## src/rtl/reg_write_arbiter_if.sv

```systemverilog
// Bundle of the WB/MD result buses, decode-stage hazard lookups and the
// reg_file write port that reg_write_arbiter sits between.
interface reg_write_arbiter_if;
    logic        WB_VALID;
    logic [4:0]  WB_ADDRESS;
    logic [31:0] WB_DATA;
    logic        MD_ISSUE;
    logic [4:0]  MD_ISSUE_ADDRESS;
    logic        MD_VALID;
    logic [4:0]  MD_ADDRESS;
    logic [31:0] MD_DATA;
    logic        MD_READY;
    logic [4:0]  RS1_ADDRESS;
    logic [4:0]  RS2_ADDRESS;
    logic        RS1_BUSY;
    logic        RS2_BUSY;
    logic        STALL_PIPE;
    logic        WRITE_ENABLE;
    logic [4:0]  WRITE_ADDRESS;
    logic [31:0] WRITE_DATA;

    // Pipeline side: drives results, issues and source lookups.
    modport master (
        output WB_VALID, WB_ADDRESS, WB_DATA,
        output MD_ISSUE, MD_ISSUE_ADDRESS,
        output MD_VALID, MD_ADDRESS, MD_DATA,
        output RS1_ADDRESS, RS2_ADDRESS,
        input  MD_READY, RS1_BUSY, RS2_BUSY, STALL_PIPE,
        input  WRITE_ENABLE, WRITE_ADDRESS, WRITE_DATA
    );

    // Arbiter side.
    modport slave (
        input  WB_VALID, WB_ADDRESS, WB_DATA,
        input  MD_ISSUE, MD_ISSUE_ADDRESS,
        input  MD_VALID, MD_ADDRESS, MD_DATA,
        input  RS1_ADDRESS, RS2_ADDRESS,
        output MD_READY, RS1_BUSY, RS2_BUSY, STALL_PIPE,
        output WRITE_ENABLE, WRITE_ADDRESS, WRITE_DATA
    );
endinterface

```

## src/rtl/reg_write_arbiter.sv

```systemverilog
// Shares the single reg_file write port between writeback (never stalls) and
// the multiply/divide unit (waits). A one-entry hold buffer and a forced
// one-cycle pipeline stall bound how long MD can be starved. A pending bit per
// register tracks MD destinations not yet written back, for hazard detection.
module reg_write_arbiter #(
    parameter int STARVE_LIMIT = 2
) (
    input logic               CLK,
    input logic               RESET,
    reg_write_arbiter_if.slave bus
);
    localparam logic [3:0] STARVE_LIMIT_4 = 4'(STARVE_LIMIT);

    logic        write_enable_reg;
    logic [4:0]  write_address_reg;
    logic [31:0] write_data_reg;
    logic        write_from_md_reg;
    logic        hold_valid_reg;
    logic [4:0]  hold_address_reg;
    logic [31:0] hold_data_reg;
    logic [3:0]  starve_count_reg;
    logic        stall_reg;
    logic [31:1] pending_reg;

    logic        wb_live;
    logic        md_accept;
    logic        grant_hold;
    logic        grant_wb;
    logic        grant_md;
    logic        capture_hold;
    logic [4:0]  write_address_next;
    logic [31:0] write_data_next;
    logic [3:0]  starve_count_next;
    logic        stall_next;
    logic [31:0] pending_map;

    // WB writes to x0 are ignored entirely and never compete for the port.
    assign wb_live = bus.WB_VALID && (bus.WB_ADDRESS != 5'd0);

    // MD wins the port during a stall, when WB is idle, or when its result is
    // headed for x0 and will simply be discarded. The hold buffer blocks MD.
    assign md_accept = !hold_valid_reg && bus.MD_VALID &&
                       (stall_reg || !wb_live || (bus.MD_ADDRESS == 5'd0));
    assign bus.MD_READY = md_accept;

    // Pick the source for the write port: hold, then MD on stall, then WB, then MD.
    always_comb begin
        grant_hold         = hold_valid_reg;
        grant_md           = md_accept && (bus.MD_ADDRESS != 5'd0);
        grant_wb           = !hold_valid_reg && !stall_reg && wb_live;
        capture_hold       = !hold_valid_reg && stall_reg && wb_live;
        write_address_next = bus.WB_ADDRESS;
        write_data_next    = bus.WB_DATA;
        if (grant_hold) begin
            write_address_next = hold_address_reg;
            write_data_next    = hold_data_reg;
        end else if (grant_md) begin
            write_address_next = bus.MD_ADDRESS;
            write_data_next    = bus.MD_DATA;
        end
    end

    // Count consecutive lost cycles for a waiting MD result; stall once it reaches the limit.
    always_comb begin
        starve_count_next = 4'd0;
        stall_next        = 1'b0;
        if (bus.MD_VALID && !md_accept) begin
            starve_count_next = (starve_count_reg == 4'hF) ? 4'hF : starve_count_reg + 4'd1;
            stall_next        = (starve_count_next >= STARVE_LIMIT_4);
        end
    end

    // Write port, hold buffer and starvation state; reset drops anything in flight.
    always_ff @(posedge CLK or negedge RESET) begin
        if (!RESET) begin
            write_enable_reg  <= 1'b0;
            write_address_reg <= 5'd0;
            write_data_reg    <= 32'd0;
            write_from_md_reg <= 1'b0;
            hold_valid_reg    <= 1'b0;
            hold_address_reg  <= 5'd0;
            hold_data_reg     <= 32'd0;
            starve_count_reg  <= 4'd0;
            stall_reg         <= 1'b0;
        end else begin
            write_enable_reg  <= grant_hold || grant_wb || grant_md;
            write_from_md_reg <= grant_md && !grant_hold;
            if (grant_hold || grant_wb || grant_md) begin
                write_address_reg <= write_address_next;
                write_data_reg    <= write_data_next;
            end
            hold_valid_reg <= capture_hold;
            if (capture_hold) begin
                hold_address_reg <= bus.WB_ADDRESS;
                hold_data_reg    <= bus.WB_DATA;
            end
            starve_count_reg <= starve_count_next;
            stall_reg        <= stall_next;
        end
    end

    genvar gi;
    generate
        for (gi = 1; gi < 32; gi++) begin : g_pending
            // Set on MD issue, clear when the MD write commits; a same-edge re-issue wins.
            always_ff @(posedge CLK or negedge RESET) begin
                if (!RESET) begin
                    pending_reg[gi] <= 1'b0;
                end else if (bus.MD_ISSUE && (bus.MD_ISSUE_ADDRESS == 5'(gi))) begin
                    pending_reg[gi] <= 1'b1;
                end else if (write_enable_reg && write_from_md_reg &&
                             (write_address_reg == 5'(gi))) begin
                    pending_reg[gi] <= 1'b0;
                end
            end
        end
    endgenerate

    // x0 has no pending bit, so it always reads as not busy.
    assign pending_map   = {pending_reg, 1'b0};
    assign bus.RS1_BUSY  = pending_map[bus.RS1_ADDRESS];
    assign bus.RS2_BUSY  = pending_map[bus.RS2_ADDRESS];

    assign bus.STALL_PIPE    = stall_reg;
    assign bus.WRITE_ENABLE  = write_enable_reg;
    assign bus.WRITE_ADDRESS = write_address_reg;
    assign bus.WRITE_DATA    = write_data_reg;
endmodule

```

## src/flat_wrapper.sv

```systemverilog
// flat-port wrapper written by rule: the top's interface ports become plain ports
module reg_write_arbiter_flat 
#(
    parameter int STARVE_LIMIT = 2
)
  (CLK, RESET, bus_WB_VALID, bus_WB_ADDRESS, bus_WB_DATA, bus_MD_ISSUE, bus_MD_ISSUE_ADDRESS, bus_MD_VALID, bus_MD_ADDRESS, bus_MD_DATA, bus_RS1_ADDRESS, bus_RS2_ADDRESS, bus_MD_READY, bus_RS1_BUSY, bus_RS2_BUSY, bus_STALL_PIPE, bus_WRITE_ENABLE, bus_WRITE_ADDRESS, bus_WRITE_DATA);
  reg_write_arbiter_if bus_i ();
  input logic CLK;
  input logic RESET;
  input wire logic [$bits(bus_i.WB_VALID)-1:0] bus_WB_VALID;
  input wire logic [$bits(bus_i.WB_ADDRESS)-1:0] bus_WB_ADDRESS;
  input wire logic [$bits(bus_i.WB_DATA)-1:0] bus_WB_DATA;
  input wire logic [$bits(bus_i.MD_ISSUE)-1:0] bus_MD_ISSUE;
  input wire logic [$bits(bus_i.MD_ISSUE_ADDRESS)-1:0] bus_MD_ISSUE_ADDRESS;
  input wire logic [$bits(bus_i.MD_VALID)-1:0] bus_MD_VALID;
  input wire logic [$bits(bus_i.MD_ADDRESS)-1:0] bus_MD_ADDRESS;
  input wire logic [$bits(bus_i.MD_DATA)-1:0] bus_MD_DATA;
  input wire logic [$bits(bus_i.RS1_ADDRESS)-1:0] bus_RS1_ADDRESS;
  input wire logic [$bits(bus_i.RS2_ADDRESS)-1:0] bus_RS2_ADDRESS;
  output wire logic [$bits(bus_i.MD_READY)-1:0] bus_MD_READY;
  output wire logic [$bits(bus_i.RS1_BUSY)-1:0] bus_RS1_BUSY;
  output wire logic [$bits(bus_i.RS2_BUSY)-1:0] bus_RS2_BUSY;
  output wire logic [$bits(bus_i.STALL_PIPE)-1:0] bus_STALL_PIPE;
  output wire logic [$bits(bus_i.WRITE_ENABLE)-1:0] bus_WRITE_ENABLE;
  output wire logic [$bits(bus_i.WRITE_ADDRESS)-1:0] bus_WRITE_ADDRESS;
  output wire logic [$bits(bus_i.WRITE_DATA)-1:0] bus_WRITE_DATA;
  assign bus_i.WB_VALID = bus_WB_VALID;
  assign bus_i.WB_ADDRESS = bus_WB_ADDRESS;
  assign bus_i.WB_DATA = bus_WB_DATA;
  assign bus_i.MD_ISSUE = bus_MD_ISSUE;
  assign bus_i.MD_ISSUE_ADDRESS = bus_MD_ISSUE_ADDRESS;
  assign bus_i.MD_VALID = bus_MD_VALID;
  assign bus_i.MD_ADDRESS = bus_MD_ADDRESS;
  assign bus_i.MD_DATA = bus_MD_DATA;
  assign bus_i.RS1_ADDRESS = bus_RS1_ADDRESS;
  assign bus_i.RS2_ADDRESS = bus_RS2_ADDRESS;
  assign bus_MD_READY = bus_i.MD_READY;
  assign bus_RS1_BUSY = bus_i.RS1_BUSY;
  assign bus_RS2_BUSY = bus_i.RS2_BUSY;
  assign bus_STALL_PIPE = bus_i.STALL_PIPE;
  assign bus_WRITE_ENABLE = bus_i.WRITE_ENABLE;
  assign bus_WRITE_ADDRESS = bus_i.WRITE_ADDRESS;
  assign bus_WRITE_DATA = bus_i.WRITE_DATA;
  reg_write_arbiter #(.STARVE_LIMIT(STARVE_LIMIT)) u_core (.CLK(CLK), .RESET(RESET), .bus(bus_i));
endmodule
```

## config.mk

```make
export PLATFORM = sky130hd
export DESIGN_NAME = reg_write_arbiter_flat
export DESIGN_NICKNAME = d
export VERILOG_FILES = /design/src/rtl/reg_write_arbiter_if.sv /design/src/rtl/reg_write_arbiter.sv /design/src/flat_wrapper.sv
export SDC_FILE = /design/constraint.sdc
export NUM_CORES = 1
export LEC_CHECK = 0
export CORE_MARGIN = 8
export CORE_UTILIZATION = 46
export CTS_CLUSTER_SIZE = 10
export DETAILED_ROUTE_END_ITERATION = 6
export PLACE_DENSITY_LB_ADDON = 0.12
export SYNTH_ARGS = -nofsm -noshare
export SYNTH_HDL_FRONTEND = slang
export SYNTH_SLANG_ARGS = --single-unit
```

## constraint.sdc

```tcl
create_clock -name CLK -period 3.5 [get_ports CLK]
set_input_delay 0.7 -clock CLK [delete_from_list [all_inputs] [get_ports CLK]]
set_output_delay 0.7 -clock CLK [all_outputs]
set_load 0.02 [all_outputs]
```

Word-level counts from Yosys, hierarchy flattened

Index checks and enable logic that the tools add are counted.

Logic and storage cells: 295
Output and inout bits: 42
Flip-flop bits (word level): 113
Input port bits: 94

Equality and inequality tests: 63
Multiplexer cells: 73
Magnitude comparators: 3
Add/sub/neg operators: 1
Reductions and logical operators: 115

Operators with widths:

| cell                  | number |
|---|---|
| $eq A5 B5 Y1 const B  | 32 |
| $eq A5 B4 Y1 const B  | 16 |
| $logic_and A1 B1 Y1   | 73 |
| $mux W1               | 65 |
| $mux W32              | 2 |
| $reduce_bool A2 Y1    | 31 |
| $eq A5 B3 Y1 const B  | 8 |
| $eq A5 B2 Y1 const B  | 4 |
| $lt A5 B6 Y1 const B  | 2 |
| $bmux W1 S5           | 2 |
| $eq A5 B1 Y1 const B  | 2 |
| $mux W5               | 2 |
| $reduce_bool A5 Y1    | 2 |
| $mux W4               | 2 |
| $logic_not A5 Y1      | 1 |
| $add A4 B1 Y4 const B | 1 |
| $eq A4 B4 Y1 const B  | 1 |
| $ge A4 B2 Y1 const B  | 1 |
| $logic_not A1 Y1      | 4 |
| $logic_or A1 B1 Y1    | 4 |

Depth between registers and ports, before layout

Gate-level depths: netlist (run 1).

Depth in word-level cells: 9
Mapped depth: 6
Depth with buffers taken out: 5

Worst setup path before layout (run 1)

Ideal clock, no wire load.

Path kind: input -> output
Start point: input port bus_MD_ADDRESS[1]
End point: output port bus_MD_READY
Cell stages on the path: 3
Setup slack: 709 ps
Path buffers: 0
Arrival time: 2091 ps
Cells stage by stage: or4_4 > or2_2 > a211oi_1

Word-level cells in the longest chain between the ends: 3

Ends and longest elaborated chain:

| item                | RTL line                | text |
|---|---|---|
| from (decl)         | flat_wrapper.sv:16      | `input wire logic [$bits(bus_i.MD_ADDRESS)-1:0] bus_MD_ADDRESS;` |
| $logic_not A5 Y1    | reg_write_arbiter.sv:43 | `(stall_reg \|\| !wb_live \|\| (bus.MD_ADDRESS == 5'd0));` |
| $logic_or A1 B1 Y1  | reg_write_arbiter.sv:43 |  |
| $logic_and A1 B1 Y1 | reg_write_arbiter.sv:42 | `assign md_accept = !hold_valid_reg && bus.MD_VALID &&` |
| to (decl)           | flat_wrapper.sv:20      | `output wire logic [$bits(bus_i.MD_READY)-1:0] bus_MD_READY;` |

Every way passes these cells.

Worst setup path after layout (run 1)

Start point: input port bus_MD_ADDRESS[0]
End point: output port bus_MD_READY

The elaborated chain is that of the path after synthesis.

==> impl_metrics.xml, run 1 <==
<?xml version="1.0" encoding="UTF-8"?>
<metrics>
  <group name="outcome">
    <metric name="status" unit="">completed</metric>
  </group>
  <group name="synth">
    <metric name="synth-warning-count" unit="">0</metric>
    <metric name="synth_seq_cells" unit="">113</metric>
    <metric name="yosysSeqAreaShare" unit="%">50.2</metric>
    <metric name="synth_enable_flop_cells" unit="">0</metric>
    <metric name="synthArstFlopShare" unit="%">100</metric>
    <metric name="most_common_flop_cell_mapped_by_yosys" unit="">sky130_fd_sc_hd__dfrtp_1</metric>
    <metric name="synth.avg_cell_area" unit="um2">10.6</metric>
    <metric name="mapped_cells" unit="">530</metric>
    <metric name="synth_cell_types" unit="">52</metric>
    <metric name="syn-cell-area" unit="um2">5630</metric>
    <metric name="syn-num-nets" unit="">626</metric>
  </group>
  <group name="route">
    <metric name="drt-vias-per-instance" unit="">5.80</metric>
    <metric name="drt.antenna.violating_nets" unit="">0</metric>
    <metric name="postRouteWirelength" unit="um">16400</metric>
    <metric name="post_drt_wl_per_cell" unit="um">19.6</metric>
    <metric name="drt_iter0_markers" unit="">274</metric>
    <metric name="first_pass_iters" unit="">5</metric>
    <metric name="route.detailed.drc" unit="">0</metric>
    <metric name="routed-via-count" unit="">4858</metric>
  </group>
  <group name="sta">
    <metric name="final_hold_vios" unit="">0</metric>
    <metric name="layout_setup_ws" unit="ns">0.0686</metric>
    <metric name="finalWorstPathRequiredPeriod" unit="ns">3.43</metric>
    <metric name="report.final.setup_viol" unit="">0</metric>
    <metric name="timing_worst_slew_pin_value" unit="ns">0.745</metric>
    <metric name="report.final.slew_viol_count" unit="">0</metric>
    <metric name="timing.max_slew.rel_slack" unit="%">50.1</metric>
    <metric name="rsz0062_at_grt" unit="">false</metric>
    <metric name="worst_clock_skew" unit="ns">0.00893</metric>
    <metric name="post-route-period-util" unit="%">98.0</metric>
    <metric name="max_freq" unit="GHz">0.291</metric>
  </group>
  <group name="placement">
    <metric name="place.detailed.hpwl" unit="um">12100</metric>
    <metric name="pre_cts_ws" unit="ns">-0.259</metric>
    <metric name="gp_congestion" unit="">0.859</metric>
    <metric name="dpl-instance-area" unit="um2">7180</metric>
    <metric name="io_buffers" unit="">135</metric>
  </group>
  <group name="worst_hold_path">
    <metric name="hold_path.class" unit="">in2async</metric>
  </group>
  <group name="final_layout">
    <metric name="most-common-layout-cells" unit="">130 x sky130_fd_sc_hd__clkdlybuf4s50_1, 112 x sky130_fd_sc_hd__dfrtp_1, 103 x sky130_fd_sc_hd__o21ai_0, 93 x sky130_fd_sc_hd__nand2_1, 35 x sky130_fd_sc_hd__mux2_2</metric>
    <metric name="layout-drive-gt1-share" unit="%">16.8</metric>
    <metric name="diodes_inserted" unit="">0</metric>
    <metric name="final_design_area_no_fill" unit="um2">7760</metric>
    <metric name="area.growth.synth_to_final" unit="%">37.9</metric>
    <metric name="layout_commonest_cell" unit="">sky130_fd_sc_hd__clkdlybuf4s50_1</metric>
    <metric name="final_net_count" unit="">775</metric>
  </group>
  <group name="setup_path">
    <metric name="cp-startpoint" unit="">bus_MD_ADDRESS[0]</metric>
    <metric name="critPathMaxStageDelay" unit="ns">0.56</metric>
    <metric name="critPathCaptureType" unit="">output port</metric>
    <metric name="timing.critical_path.cells" unit="">clkdlybuf4s50_1, or4_4, or2_2, a211oi_1, dlygate4sd2_1</metric>
    <metric name="critPathKind" unit="">in2out</metric>
    <metric name="timing.critical_path.from_type" unit="">input pin</metric>
    <metric name="cp_top_family" unit="">simple AND/OR/NAND/NOR gates</metric>
    <metric name="timing.critical_path.buf_inv" unit="">2</metric>
    <metric name="data_required_time_of_the_critical_path" unit="ns">2.80</metric>
    <metric name="rr_startpoint" unit="">u_core.grant_hold$_DFF_PN0_</metric>
    <metric name="worst-path-max-fanout" unit="">3</metric>
    <metric name="flop2flop_setup_slack" unit="ns">1.17</metric>
    <metric name="cp_slowest_cell" unit="">sky130_fd_sc_hd__or4_4</metric>
    <metric name="rr_worst_depth" unit="">6</metric>
    <metric name="crit_arrival" unit="ns">2.73</metric>
    <metric name="reg2reg_to" unit="">u_core.bus.WRITE_DATA[31]$_DFFE_PN0P_</metric>
  </group>
  <group name="clock_tree">
    <metric name="h-tree-depth" unit="">4</metric>
    <metric name="clk_latency" unit="ns">0.41</metric>
    <metric name="ctsRootBufferMaster" unit="">sky130_fd_sc_hd__clkbuf_16</metric>
    <metric name="cts_tree" unit="">built</metric>
    <metric name="cts.path.max_buffers" unit="">2</metric>
    <metric name="cts-buffers-inserted" unit="">17</metric>
    <metric name="tritoncts_num_sinks" unit="">113</metric>
    <metric name="cts.clk_slew.worst_paths" unit="ns">0.05</metric>
  </group>
  <group name="global_routing">
    <metric name="global_route.usage.total" unit="%">21.1</metric>
    <metric name="grt.overflow.total" unit="">0</metric>
    <metric name="grt_start_max_net_pins" unit="">40</metric>
    <metric name="grt_pass1_wl" unit="um">27000</metric>
    <metric name="initial_antenna_violation_count" unit="">0</metric>
    <metric name="grt_pass1_vias" unit="">5291</metric>
  </group>
  <group name="floorplanning">
    <metric name="die_w" unit="um">127</metric>
    <metric name="dieArea" unit="um2">16000</metric>
    <metric name="placeableCoreArea" unit="um2">12000</metric>
    <metric name="top_level_ports" unit="">136</metric>
    <metric name="floorplan.die.height" unit="um">127</metric>
    <metric name="core.rowCount" unit="">40</metric>
    <metric name="start_util" unit="%">47.1</metric>
  </group>
  <group name="power">
    <metric name="worst_ir_drop_vdd" unit="uV">266</metric>
    <metric name="power_leakage" unit="nW">3.14</metric>
    <metric name="power.density_cell_area" unit="nW/um2">610</metric>
  </group>
  <group name="job">
    <metric name="cap_violations" unit="">0</metric>
  </group>
</metrics>
Yosys cell counts (2+ instances only):
library cell | n | area share [%]
sky130_fd_sc_hd__dfrtp_1 | 113 | 50
sky130_fd_sc_hd__o21ai_0 | 103 | 9.2
sky130_fd_sc_hd__nand2_1 | 93 | 6.2
sky130_fd_sc_hd__mux2_2 | 35 | 7.0
sky130_fd_sc_hd__a221o_1 | 29 | 5.2
sky130_fd_sc_hd__nor2_1 | 16 | 1.1
sky130_fd_sc_hd__mux4_2 | 12 | 4.8
sky130_fd_sc_hd__clkbuf_1 | 11 | 0.73
sky130_fd_sc_hd__inv_1 | 9 | 0.60
sky130_fd_sc_hd__nand2b_1 | 8 | 0.89
sky130_fd_sc_hd__a211oi_1 | 7 | 0.93
sky130_fd_sc_hd__buf_2 | 7 | 0.62
sky130_fd_sc_hd__mux2i_1 | 7 | 1.2
sky130_fd_sc_hd__nand3_1 | 7 | 0.62
sky130_fd_sc_hd__a21oi_1 | 5 | 0.44
sky130_fd_sc_hd__a221oi_1 | 5 | 0.78
sky130_fd_sc_hd__nor3b_1 | 5 | 0.67
sky130_fd_sc_hd__buf_4 | 4 | 0.53
sky130_fd_sc_hd__buf_6 | 4 | 0.80
sky130_fd_sc_hd__nand4b_1 | 4 | 0.62
sky130_fd_sc_hd__or2_2 | 4 | 0.44
sky130_fd_sc_hd__nand3b_1 | 3 | 0.40
sky130_fd_sc_hd__nor2b_1 | 3 | 0.33
sky130_fd_sc_hd__a221o_2 | 2 | 0.40
sky130_fd_sc_hd__and3_1 | 2 | 0.22
sky130_fd_sc_hd__and3b_1 | 2 | 0.31
sky130_fd_sc_hd__buf_1 | 2 | 0.13
sky130_fd_sc_hd__ha_1 | 2 | 0.44
sky130_fd_sc_hd__nor3_4 | 2 | 0.58
sky130_fd_sc_hd__o211ai_1 | 2 | 0.27
worst max-delay path by stage:
stage | endpoint | cells after the start
detailed placement | bus_MD_READY | 5
finish | bus_MD_READY | 5
global route | bus_MD_READY | 5
CTS | bus_MD_READY | 5
floorplan | bus_MD_READY | 3
global placement | bus_MD_READY | 5
stage by stage:
stage / utilization [%] / hold WS [ns] / total power [mW] / cells / setup TNS (ns)
final: 64.9 / 0.265 / 4.74 / 837 / 0
after global routing: 64.9 / 0.302 / 4.97 / 837 / 0
after CTS: 64.9 / 0.279 / 4.77 / 837 / 0
after detailed placement: 60.0 / 0.472 / 3.05 / 807 / -0.474
after global placement: 60.0 / 0.467 / 3.00 / 807 / -0.374
after floorplan: - / 0.404 / 2.53 / 530 / 0
layer usage:
layer | global-route usage, % | up-vias | routed length [um]
met4 | 9.91 | 0 | 399
met3 | 6.49 | 39 | 1170
met2 | 35.3 | 175 | 8080
met5 | 0 | - | 0
met1 | 24.3 | 2374 | 6740
li1 | - | 2270 | -
report_power, final:
group          leakage, nW  internal, mW  switching [mW]
Sequential            1.31          1.68           0.258
Combinational         1.53         0.592           0.486
Clock                0.295          1.15           0.569
Total                 3.14          3.43            1.31
repair_timing:
item,in CTS,in global routing
endpoints found under the setup margin,3,0
gates resized for setup,4,0
hold buffers,0,0
setup buffers,0,0
area by class of cell:
cell class,count,area [um2]
Fill cell,984,4200
Clock buffer,25,515
Tap cell,147,184
Inverter,9,33.8
Timing Repair Buffer,159,1520
Clock inverter,5,75.1
Multi-Input combinational cell,379,2600
Sequential cell,113,2830
kinds of logic after synthesis:
| family | share of synthesized area, % |
|---|---|
| AO/OA/AOI/OAI | 19.2 |
| adder cells (fa/ha/maj) | 0.445 |
| buffers and inverters | 3.67 |
| flip-flops | 50.2 |
| multiplexers | 13.1 |
| AND/OR/NAND/NOR | 13.4 |
(Power assumes the default switching activity.)
==> run 2: changes to the inputs <==
--- a/config.mk
+++ b/config.mk
@@ -6,10 +6,10 @@
 export NUM_CORES = 1
 export LEC_CHECK = 0
 export CORE_MARGIN = 8
-export CORE_UTILIZATION = 46
+export CORE_UTILIZATION = 50
 export CTS_CLUSTER_SIZE = 10
 export DETAILED_ROUTE_END_ITERATION = 6
-export PLACE_DENSITY_LB_ADDON = 0.12
+export PLACE_DENSITY = 0.78
 export SYNTH_ARGS = -nofsm -noshare
 export SYNTH_HDL_FRONTEND = slang
 export SYNTH_SLANG_ARGS = --single-unit
==> constraint.sdc (replaced) <==
create_clock -name CLK -period 3.8 [get_ports CLK]
set_input_delay 0.76 -clock CLK [delete_from_list [all_inputs] [get_ports CLK]]
set_output_delay 0.76 -clock CLK [all_outputs]
set_load 0.02 [all_outputs]
==> run 2 against run 1 <==
Clock skew down 0.0036 ns. Die area shrank 7.0%. Worst hold slack better by 0.20 ns. Critical endpoint is now bus_RS2_BUSY. First-iteration DRC count grew 35%. Non-clock buffer count shrank 6. Sequential share of layout area grew 0.054 points. Core utilization increased by 6.0 points. Global-route usage increased by 2.5 points. Clock power decreased by 6%. Clock-buffer cell count fell by 4. Critical path depth grew 1. Cell count decreased by 1.3%. Largest power group unchanged.
==> impl_metrics.xml, run 2 (same netlist as run 1, synthesis figures left out) <==
<?xml version="1.0" encoding="UTF-8"?>
<metrics>
  <group name="setup_path">
    <metric name="critPathKind" unit="">in2out</metric>
    <metric name="rr_worst_depth" unit="">4</metric>
    <metric name="rr_startpoint" unit="">u_core.grant_hold$_DFF_PN0_</metric>
    <metric name="cp_top_family" unit="">buffers and inverters</metric>
    <metric name="reg2reg_to" unit="">u_core.bus.WRITE_DATA[0]$_DFFE_PN0P_</metric>
    <metric name="data_required_time_of_the_critical_path" unit="ns">3.04</metric>
    <metric name="critPathMaxStageDelay" unit="ns">0.66</metric>
    <metric name="cp_slowest_cell" unit="">sky130_fd_sc_hd__clkdlybuf4s50_1</metric>
    <metric name="critical_path.most_common_cell" unit="">sky130_fd_sc_hd__clkdlybuf4s50_1</metric>
    <metric name="timing.critical_path.cells" unit="">clkdlybuf4s50_1, mux4_2, mux2i_1, a31oi_1, and3_1, clkdlybuf4s50_1</metric>
    <metric name="crit_arrival" unit="ns">2.96</metric>
    <metric name="flop2flop_setup_slack" unit="ns">1.84</metric>
    <metric name="timing.critical_path.from_type" unit="">input pin</metric>
    <metric name="worst-path-max-fanout" unit="">6</metric>
    <metric name="timing.critical_path.buf_inv" unit="">2</metric>
    <metric name="critPathCaptureType" unit="">output port</metric>
  </group>
  <group name="sta">
    <metric name="max_freq" unit="GHz">0.269</metric>
    <metric name="rsz0062_at_grt" unit="">false</metric>
    <metric name="report.final.slew_viol_count" unit="">0</metric>
    <metric name="timing.max_slew.rel_slack" unit="%">42.8</metric>
    <metric name="report.final.setup_viol" unit="">0</metric>
    <metric name="fin_setup_tns" unit="ns">0</metric>
    <metric name="final_hold_vios" unit="">0</metric>
    <metric name="layout_setup_ws" unit="ns">0.0760</metric>
    <metric name="finalWorstPathRequiredPeriod" unit="ns">3.72</metric>
    <metric name="worst_clock_skew" unit="ns">0.00536</metric>
    <metric name="post-route-period-util" unit="%">98.0</metric>
    <metric name="timing_worst_slew_pin_value" unit="ns">0.859</metric>
  </group>
  <group name="power">
    <metric name="p_sw_share" unit="%">28.4</metric>
    <metric name="power.density_cell_area" unit="nW/um2">572</metric>
    <metric name="clock_power_share" unit="%">36.5</metric>
    <metric name="netSwitchingPower" unit="mW">1.26</metric>
    <metric name="power_leakage" unit="nW">3.15</metric>
    <metric name="comb_power_share" unit="%">22.6</metric>
    <metric name="worst_ir_drop_vdd" unit="uV">310</metric>
    <metric name="internal-power" unit="mW">3.17</metric>
    <metric name="p_seq_share" unit="%">40.9</metric>
  </group>
  <group name="global_routing">
    <metric name="grt.overflow.total" unit="">0</metric>
    <metric name="grt_pass1_vias" unit="">5376</metric>
    <metric name="global_route.usage.total" unit="%">23.6</metric>
    <metric name="grt_start_max_net_pins" unit="">67</metric>
    <metric name="grt_pass1_wl" unit="um">27600</metric>
    <metric name="initial_antenna_violation_count" unit="">0</metric>
  </group>
  <group name="route">
    <metric name="post_drt_wl_per_cell" unit="um">20.6</metric>
    <metric name="drt-vias-per-instance" unit="">6.08</metric>
    <metric name="met2_wirelength" unit="um">8340</metric>
    <metric name="first_pass_iters" unit="">5</metric>
    <metric name="routed-via-count" unit="">5022</metric>
    <metric name="drt.antenna.violating_nets" unit="">0</metric>
    <metric name="top_signal_layer_used" unit="">met4</metric>
    <metric name="drt_iter0_markers" unit="">370</metric>
    <metric name="wl_met1" unit="um">7000</metric>
    <metric name="route.detailed.drc" unit="">0</metric>
    <metric name="postRouteWirelength" unit="um">17000</metric>
    <metric name="wl_met3" unit="um">1340</metric>
  </group>
  <group name="clock_tree">
    <metric name="cts_setup_buffers" unit="">0</metric>
    <metric name="cts-buffers-inserted" unit="">17</metric>
    <metric name="clk_latency" unit="ns">0.40</metric>
    <metric name="cts_repair_resize_count" unit="">0</metric>
    <metric name="hold_buffers" unit="">0</metric>
    <metric name="ctsRootBufferMaster" unit="">sky130_fd_sc_hd__clkbuf_16</metric>
    <metric name="cts.clk_slew.worst_paths" unit="ns">0.06</metric>
    <metric name="cts_tree" unit="">built</metric>
    <metric name="h-tree-depth" unit="">4</metric>
    <metric name="cts.path.max_buffers" unit="">2</metric>
    <metric name="tritoncts_num_sinks" unit="">113</metric>
  </group>
  <group name="final_layout">
    <metric name="layout_commonest_cell" unit="">sky130_fd_sc_hd__clkdlybuf4s50_1</metric>
    <metric name="most-common-layout-cells" unit="">131 x sky130_fd_sc_hd__clkdlybuf4s50_1, 113 x sky130_fd_sc_hd__dfrtp_1, 103 x sky130_fd_sc_hd__o21ai_0, 93 x sky130_fd_sc_hd__nand2_1, 35 x sky130_fd_sc_hd__mux2_2</metric>
    <metric name="final_net_count" unit="">769</metric>
    <metric name="diodes_inserted" unit="">0</metric>
    <metric name="area.growth.synth_to_final" unit="%">37.7</metric>
    <metric name="layout-drive-gt1-share" unit="%">16.3</metric>
  </group>
  <group name="floorplanning">
    <metric name="dieArea" unit="um2">14900</metric>
    <metric name="start_util" unit="%">51.5</metric>
    <metric name="die_w" unit="um">122</metric>
    <metric name="floorplan.die.height" unit="um">122</metric>
    <metric name="placeableCoreArea" unit="um2">10900</metric>
    <metric name="top_level_ports" unit="">136</metric>
    <metric name="core.rowCount" unit="">38</metric>
  </group>
  <group name="worst_hold_path">
    <metric name="hold_path.class" unit="">in2async</metric>
  </group>
  <group name="placement">
    <metric name="io_buffers" unit="">135</metric>
    <metric name="pre_cts_ws" unit="ns">0.0356</metric>
    <metric name="gp_congestion" unit="">0.965</metric>
    <metric name="place.detailed.hpwl" unit="um">12000</metric>
  </group>
  <group name="job">
    <metric name="cap_violations" unit="">0</metric>
  </group>
  <group name="outcome">
    <metric name="status" unit="">completed</metric>
  </group>
</metrics>
## run 2: area by class of cell
type                       count  area (um2)
tap                          140         175
clock inverter                11         135
inverter                       9        33.8
fill                         797        3190
clock buffer                  21         470
timing repair buffer         153        1500
sequential                   113        2830
multi-input combinational    379        2600
## run 2: how the worst max path moves through the flow
stage,depth (start not counted),start,slack [ns],end
2_1_floorplan,3,bus_MD_ADDRESS[1],0.89,bus_MD_READY
5_1_grt,7,bus_RS2_ADDRESS[1],0.01,bus_RS2_BUSY
3_5_place_dp,6,bus_RS2_ADDRESS[0],0.04,bus_RS2_BUSY
6_report,6,bus_RS2_ADDRESS[1],0.08,bus_RS2_BUSY
3_3_place_gp,5,bus_MD_ADDRESS[1],0.08,bus_MD_READY
4_1_cts,5,bus_MD_ADDRESS[1],0.004,bus_MD_READY
## run 2: per-layer routing
metal / vias to the layer above / track usage [%]
li1: 2256 / -
met1: 2498 / 29.5
met2: 235 / 37.4
met3: 33 / 7.87
met4: 0 / 9.14
met5: - / 0
## run 2: through the flow
stage	hold slack, ns	cell area, um2	util [%]	power (mW)	cells
floorplan	0.448	5630	-	2.33	530
finish	0.461	7750	70.8	4.43	826
global route	0.518	7750	70.8	4.63	826
detailed placement	0.471	7130	65.2	2.81	794
global placement	0.460	7130	65.2	2.77	794
CTS	0.484	7740	70.8	4.45	826
## run 2: power groups by stage
stage          Combinational (mW)  Sequential [mW]  Clock, mW
2_1_floorplan               0.540             1.79          0
3_3_place_gp                0.966             1.80          0
3_5_place_dp                0.998             1.81          0
4_1_cts                      1.01             1.80       1.63
5_1_grt                      1.09             1.84       1.69
6_report                     1.00             1.81       1.62
## run 2: worst register-to-register path, stage by stage (launching register included)
cell	delay, ns
sky130_fd_sc_hd__dfrtp_1	0.34
sky130_fd_sc_hd__buf_4	0.46
sky130_fd_sc_hd__inv_1	0.11
sky130_fd_sc_hd__and3_2	0.44
sky130_fd_sc_hd__a221o_2	0.49
